### src/rtl/dlfloat16_div_sched.sv
// dlfloat16_div_sched: round-robin front end sharing one DLFloat16 divider
// between four requesters, with a single operation in flight at a time.
module dlfloat16_div_sched #(
    parameter int DIV_LAT = 1
) (
    input  logic        clk,
    input  logic        rst,
    input  logic [3:0]  req_valid,
    input  logic [63:0] req_a,
    input  logic [63:0] req_b,
    output logic [3:0]  req_ready,
    output logic [3:0]  div_ena,
    output logic [15:0] div_a,
    output logic [15:0] div_b,
    input  logic [19:0] div_c,
    input  logic [4:0]  div_flags,
    output logic        resp_valid,
    input  logic        resp_ready,
    output logic [1:0]  resp_id,
    output logic [19:0] resp_data,
    output logic [4:0]  resp_flags,
    output logic [4:0]  flags_sticky,
    input  logic        flags_clr,
    output logic        busy
);

    localparam logic [3:0] OP_DIV  = 4'b0011;
    localparam logic [3:0] OP_IDLE = 4'b0000;
    localparam logic [2:0] LAT     = 3'(DIV_LAT);

    typedef enum logic [1:0] {
        IDLE,
        ISSUE,
        WAIT,
        RESP
    } state_t;

    state_t state;
    state_t state_n;

    logic [1:0]  last_grant;
    logic [1:0]  owner;
    logic [1:0]  pick;
    logic [1:0]  cand;
    logic        pick_any;
    logic        grant;
    logic        capture;
    logic        resp_fire;
    logic [2:0]  cnt;
    logic [15:0] op_a;
    logic [15:0] op_b;

    // Scan from last_grant+4 down to last_grant+1 so the nearest
    // requester after the previous winner is the last one written.
    always_comb begin
        pick_any = 1'b0;
        pick     = last_grant;
        cand     = last_grant;
        for (int k = 4; k >= 1; k--) begin
            cand = last_grant + 2'(k);
            if (req_valid[cand]) begin
                pick_any = 1'b1;
                pick     = cand;
            end
        end
    end

    always_ff @(posedge clk or posedge rst) begin
        if (rst) begin
            state <= IDLE;
        end else begin
            state <= state_n;
        end
    end

    always_comb begin
        state_n   = state;
        grant     = 1'b0;
        capture   = 1'b0;
        resp_fire = 1'b0;
        unique case (state)
            IDLE: begin
                if (pick_any) begin
                    grant   = 1'b1;
                    state_n = ISSUE;
                end
            end
            ISSUE: begin
                state_n = WAIT;
            end
            WAIT: begin
                if (cnt == 3'd1) begin
                    capture = 1'b1;
                    state_n = RESP;
                end
            end
            RESP: begin
                if (resp_ready) begin
                    resp_fire = 1'b1;
                    state_n   = IDLE;
                end
            end
            default: begin
                state_n = IDLE;
            end
        endcase
    end

    // The strobe is combinational, so mask it while reset is held.
    always_comb begin
        req_ready = 4'b0000;
        if (grant && !rst) begin
            req_ready[pick] = 1'b1;
        end
    end

    assign div_ena    = (state == ISSUE) ? OP_DIV : OP_IDLE;
    assign div_a      = (state == ISSUE) ? op_a : 16'h0000;
    assign div_b      = (state == ISSUE) ? op_b : 16'h0000;
    assign resp_valid = (state == RESP);
    assign busy       = (state != IDLE);

    always_ff @(posedge clk or posedge rst) begin
        if (rst) begin
            last_grant <= 2'd3;
            owner      <= 2'd0;
            op_a       <= 16'h0000;
            op_b       <= 16'h0000;
            cnt        <= 3'd0;
            resp_id    <= 2'd0;
            resp_data  <= 20'h00000;
            resp_flags <= 5'b00000;
        end else begin
            if (grant) begin
                last_grant <= pick;
                owner      <= pick;
                op_a       <= req_a[{pick, 4'b0000} +: 16];
                op_b       <= req_b[{pick, 4'b0000} +: 16];
            end
            if (state == ISSUE) begin
                cnt <= LAT;
            end else if (state == WAIT) begin
                cnt <= cnt - 3'd1;
            end
            if (capture) begin
                resp_data  <= div_c;
                resp_flags <= div_flags;
                resp_id    <= owner;
            end
        end
    end

    // A clear coinciding with a handshake still keeps the new flags.
    always_ff @(posedge clk or posedge rst) begin
        if (rst) begin
            flags_sticky <= 5'b00000;
        end else if (resp_fire) begin
            flags_sticky <= (flags_clr ? 5'b00000 : flags_sticky) | resp_flags;
        end else if (flags_clr) begin
            flags_sticky <= 5'b00000;
        end
    end

endmodule

### config.mk
export PLATFORM = sky130hd
export DESIGN_NAME = dlfloat16_div_sched
export DESIGN_NICKNAME = d
export VERILOG_FILES = /design/src/rtl/dlfloat16_div_sched.sv
export SDC_FILE = /design/constraint.sdc
export NUM_CORES = 1
export LEC_CHECK = 0
export BUFFER_PORTS_ARGS = -buffer_cell sky130_fd_sc_hd__buf_2
export CAP_MARGIN = 20
export CORE_MARGIN = 1
export CORE_UTILIZATION = 25
export DETAILED_ROUTE_END_ITERATION = 6
export PLACE_DENSITY = 0.53
export SLEW_MARGIN = 20
export SYNTH_ARGS = -nofsm -noshare
export SYNTH_HDL_FRONTEND = slang
export SYNTH_SLANG_ARGS = --single-unit
export TNS_END_PERCENT = 100
### constraint.sdc
create_clock -name clk -period 3.29 [get_ports clk]
set_input_delay 0.329 -clock clk [delete_from_list [all_inputs] [get_ports clk]]
set_output_delay 0.329 -clock clk [all_outputs]
set_load 0.01 [all_outputs]
==> out/results.tsv <==
stage	metric	value	unit
setup_path	reg-to-reg endpoint	op_b[2]	
drt	initial drt markers	98	
cts	CTS Sinks	73	
drt	total length of routed wires	14180	um
power_and_ir_drop	combinational share of power	0.510	
yosys	adder-cell share of the synthesized area	0.01903	
setup_path	Setup CP Type	reg2out	
final_layout	Fillers	1915	
global_route	pin count of the biggest net entering global routing	69	
sta	max-slew violations	0	
final_layout	Layout Utilization	0.3424	
sta	RSZ-0062 raised after global routing	false	
sta	min cycle time layout	2644	ps
drt	First-pass DRT Iterations	4	
status	status	finished, final reports clean	
sta	period utilization	0.8036	
setup_path	r2r worst-path depth	5	
setup_path	Critical path origin	last_grant[0]	
hold_path	Hold Path Class	in2reg	
yosys	Compound-Gate Fraction of Synth Area	0.2680	
yosys	largest family of logic cells by synthesized area	compound AO/OA/AOI/OAI gates	
global_route	wire length of the first global-routing pass	21120	um
final_layout	layout cells sized above 1	0.5022	
yosys	mean post-synth cell area	9.985	sq um
sta	setup tns final	0	ps
placed_design	GP Congestion	0.7451	
sta	Hold Fails Final Rpt	0	
floorplan	die area	18960	sq um
power_and_ir_drop	switching power share of the total	0.4097	
sta	slew margin rel.	0.3421	
final_layout	final instance area	6172	sq um
floorplan	Cell Rows	49	
setup_path	Setup crit end	req_ready[1]	
final_layout	Area Overhead vs Synth	34.09	%
power_and_ir_drop	NetSw	2.346	mW
cts	postcts setup bufs	0	
setup_path	CP max FO	33	
floorplan	chip height	137.7	um
yosys	Synth area leader	dfrtp_1	
setup_path	crit start category	flip-flop	
global_route	initial antenna violation count	1	
yosys	number of synthesized flops with an enable pin	0	
yosys	synth warn	0	
sta	FMAX	378.2	MHz
power_and_ir_drop	Leak	3.024	nW
drt	DRC Markers	0	
yosys	Post-Syn Area	4603	sq um
placed_design	# port buffers	232	
yosys	Synth async-reset ratio	1.000	
cts	clk_lat worst skew	350	ps
sta	Clock Skew	8.478	ps
floorplan	Die W	137.7	um
cts	CTS root buf	clkbuf_16	
global_route	Overflow after GRT	0	
power_and_ir_drop	Int Pwr	3.380	mW
power_and_ir_drop	worst vdd ir	0.0003154	V
placed_design	placed cell area	5804	sq um
yosys	Gate Count Post-Synth	461	
global_route	GRT Resource Usage Total	0.1483	
setup_path	FF-to-FF setup slack	960	ps
setup_path	Setup crit end kind	output pin	
floorplan	I/O pins	235	
floorplan	initial core utilization	0.2554	
power_and_ir_drop	part of the power in registers	0.283	
yosys	Area contributors post-synth	dfrtp_1 39%, a221oi_2 9.5%, mux2_2 6.8%	
yosys	post-synthesis xor/xnor area fraction	0	
drt	vias per cell	4.636	
power_and_ir_drop	pwr dens	927.6	nW/um^2
job	Max Cap Violations	0	
global_route	number of global-route vias before repair	3927	
setup_path	Critical Path RT	2960	ps
cts	TritonCTS clock tree	built	
yosys	most frequent cells after synthesis	71 x dfrtp_1, 41 x nor2_1, 35 x a21oi_1, 32 x and2_1	
yosys	sequential element share of the synthesized area	0.3974	
drt	via count	4200	
drt	Final ANT Viol Nets	0	
yosys	post-synthesis cell type count	48	
sta	Slew @ Worst Pin	986.9	ps
yosys	most numerous cell in the Yosys netlist	dfrtp_1	
yosys	Yosys reg bits	73	
final_layout	Post-layout nets	838	
sta	final setup violation count	0	
cts	H-tree Lvls	3	
yosys	Most used DFF post-synth	dfrtp_1	
floorplan	total core area	18020	sq um
setup_path	r2r startpoint	last_grant[1]	
yosys	post-synthesis mux area share	0.07067	
setup_path	crit path DAT	2310	ps
placed_design	Detailed Place HPWL	10160	um
yosys	Yosys top cell area share	0.3860	
cts	Reg clk slew, reported paths	70	ps
cts	Inserted Clock Buffers	9	
cts	CTS Buffer Depth	2	
power_and_ir_drop	clock share of power	0.207	
drt	wire per inst	15.65	um
yosys	Synth Area in Simple Gates	0.1604	
-- critical path, stage by stage, from the launching register on --
cell and delay, ps:
dfstp_2 630, and2b_1 220, a211o_2 750, and3_1 250, buf_2 120
-- timing repair --
| item | CTS | global route |
|---|---|---|
| hold endpoints to repair | 5 | 0 |
| hold buffers | 1 | 0 |
| resized for setup | 0 | 0 |
-- registers in the layout, summed over array words and instances, names as in the netlist, 3 cells and up --
name,count
resp_data,20
op_a,16
op_b,16
flags_sticky,5
resp_flags,5
cnt,3
-- per-stage QoR --
step	setup WS [ps]	hold slack [ps]	power, mW	cells
3_5_place_dp	952.3	238.2	4.601	887
2_1_floorplan	688.8	425.4	3.759	462
3_3_place_gp	986.6	236.1	4.562	887
5_1_grt	528.6	205.6	6.211	904
4_1_cts	622.1	202.5	5.823	904
6_report	646.2	215.6	5.726	906
-- power by group through the flow --
stage / registers, mW / clock network (mW) / logic (mW)
2_1_floorplan: 1.66 / 0 / 2.10
3_3_place_gp: 1.62 / 0 / 2.94
3_5_place_dp: 1.64 / 0 / 2.96
4_1_cts: 1.62 / 1.23 / 2.98
5_1_grt: 1.68 / 1.27 / 3.26
6_report: 1.62 / 1.19 / 2.92
-- per-layer routing --
| layer | vias to the layer above | GRT usage | share of wire |
|---|---|---|---|
| met1 | 1971 | 0.1812 | 0.44 |
| met5 | - | 0 | 0 |
| met4 | 0 | 0.04589 | 0.012 |
| li1 | 2086 | - | - |
| met3 | 11 | 0.03863 | 0.056 |
| met2 | 132 | 0.2532 | 0.49 |
-- worst min-delay path by stage --
| stage | slack (ps) | endpoint | start | cells after the start |
|---|---|---|---|---|
| 2_1_floorplan | 430 | flags_sticky[3] | flags_clr | 1 |
| 3_3_place_gp | 240 | resp_data[1] | rst | 2 |
| 3_5_place_dp | 240 | resp_data[1] | rst | 2 |
| 4_1_cts | 200 | resp_data[13] | div_c[13] | 2 |
| 5_1_grt | 210 | resp_data[2] | div_c[2] | 2 |
| 6_report | 220 | resp_data[13] | div_c[13] | 2 |
-- layout make-up --
cell class,instances,area [sq um],area share
Timing Repair Buffer,239,1229,0.1991
Tap cell,229,286.5,0.04642
Antenna cell,2,5.005,0.0008109
Clock buffer,10,239.0,0.03872
Inverter,15,57.56,0.009325
Multi-Input combinational cell,332,2412,0.3908
Clock inverter,6,113.9,0.01845
Sequential cell,73,1829,0.2964
-- placed cells by master, fill, tap and decap left out, types with 2 or more instances in the layout --
cell,count
o21a_1,2
and2b_1,2
bufinv_16,3
a221oi_2,29
conb_1,2
nand3_1,7
and2_1,32
buf_4,5
inv_1,13
mux2_2,28
diode_2,2
clkinvlp_4,2
o21ai_0,21
a31oi_1,2
o32a_1,2
nor2_1,41
o22ai_1,2
a21boi_1,3
nand2_1,12
buf_2,232
a21boi_0,29
nor3_1,4
and3_1,19
dfstp_2,2
dfrtp_1,71
a21oi_1,34
and3_2,15
clkbuf_16,9
o21ai_1,20
a221oi_1,3
ha_1,7
-- logic make-up (layout without fill, tap and decap cells) --
logic type,Yosys count,count (layout)
buffers and inverters,57,270
muxes,29,29
other,1,4
AOI/OAI and AO/OA,157,157
adders and majority gates,7,7
DFF,73,73
and+or+nand+nor,137,137
Note: power is estimated with default switching activity, not from simulation.
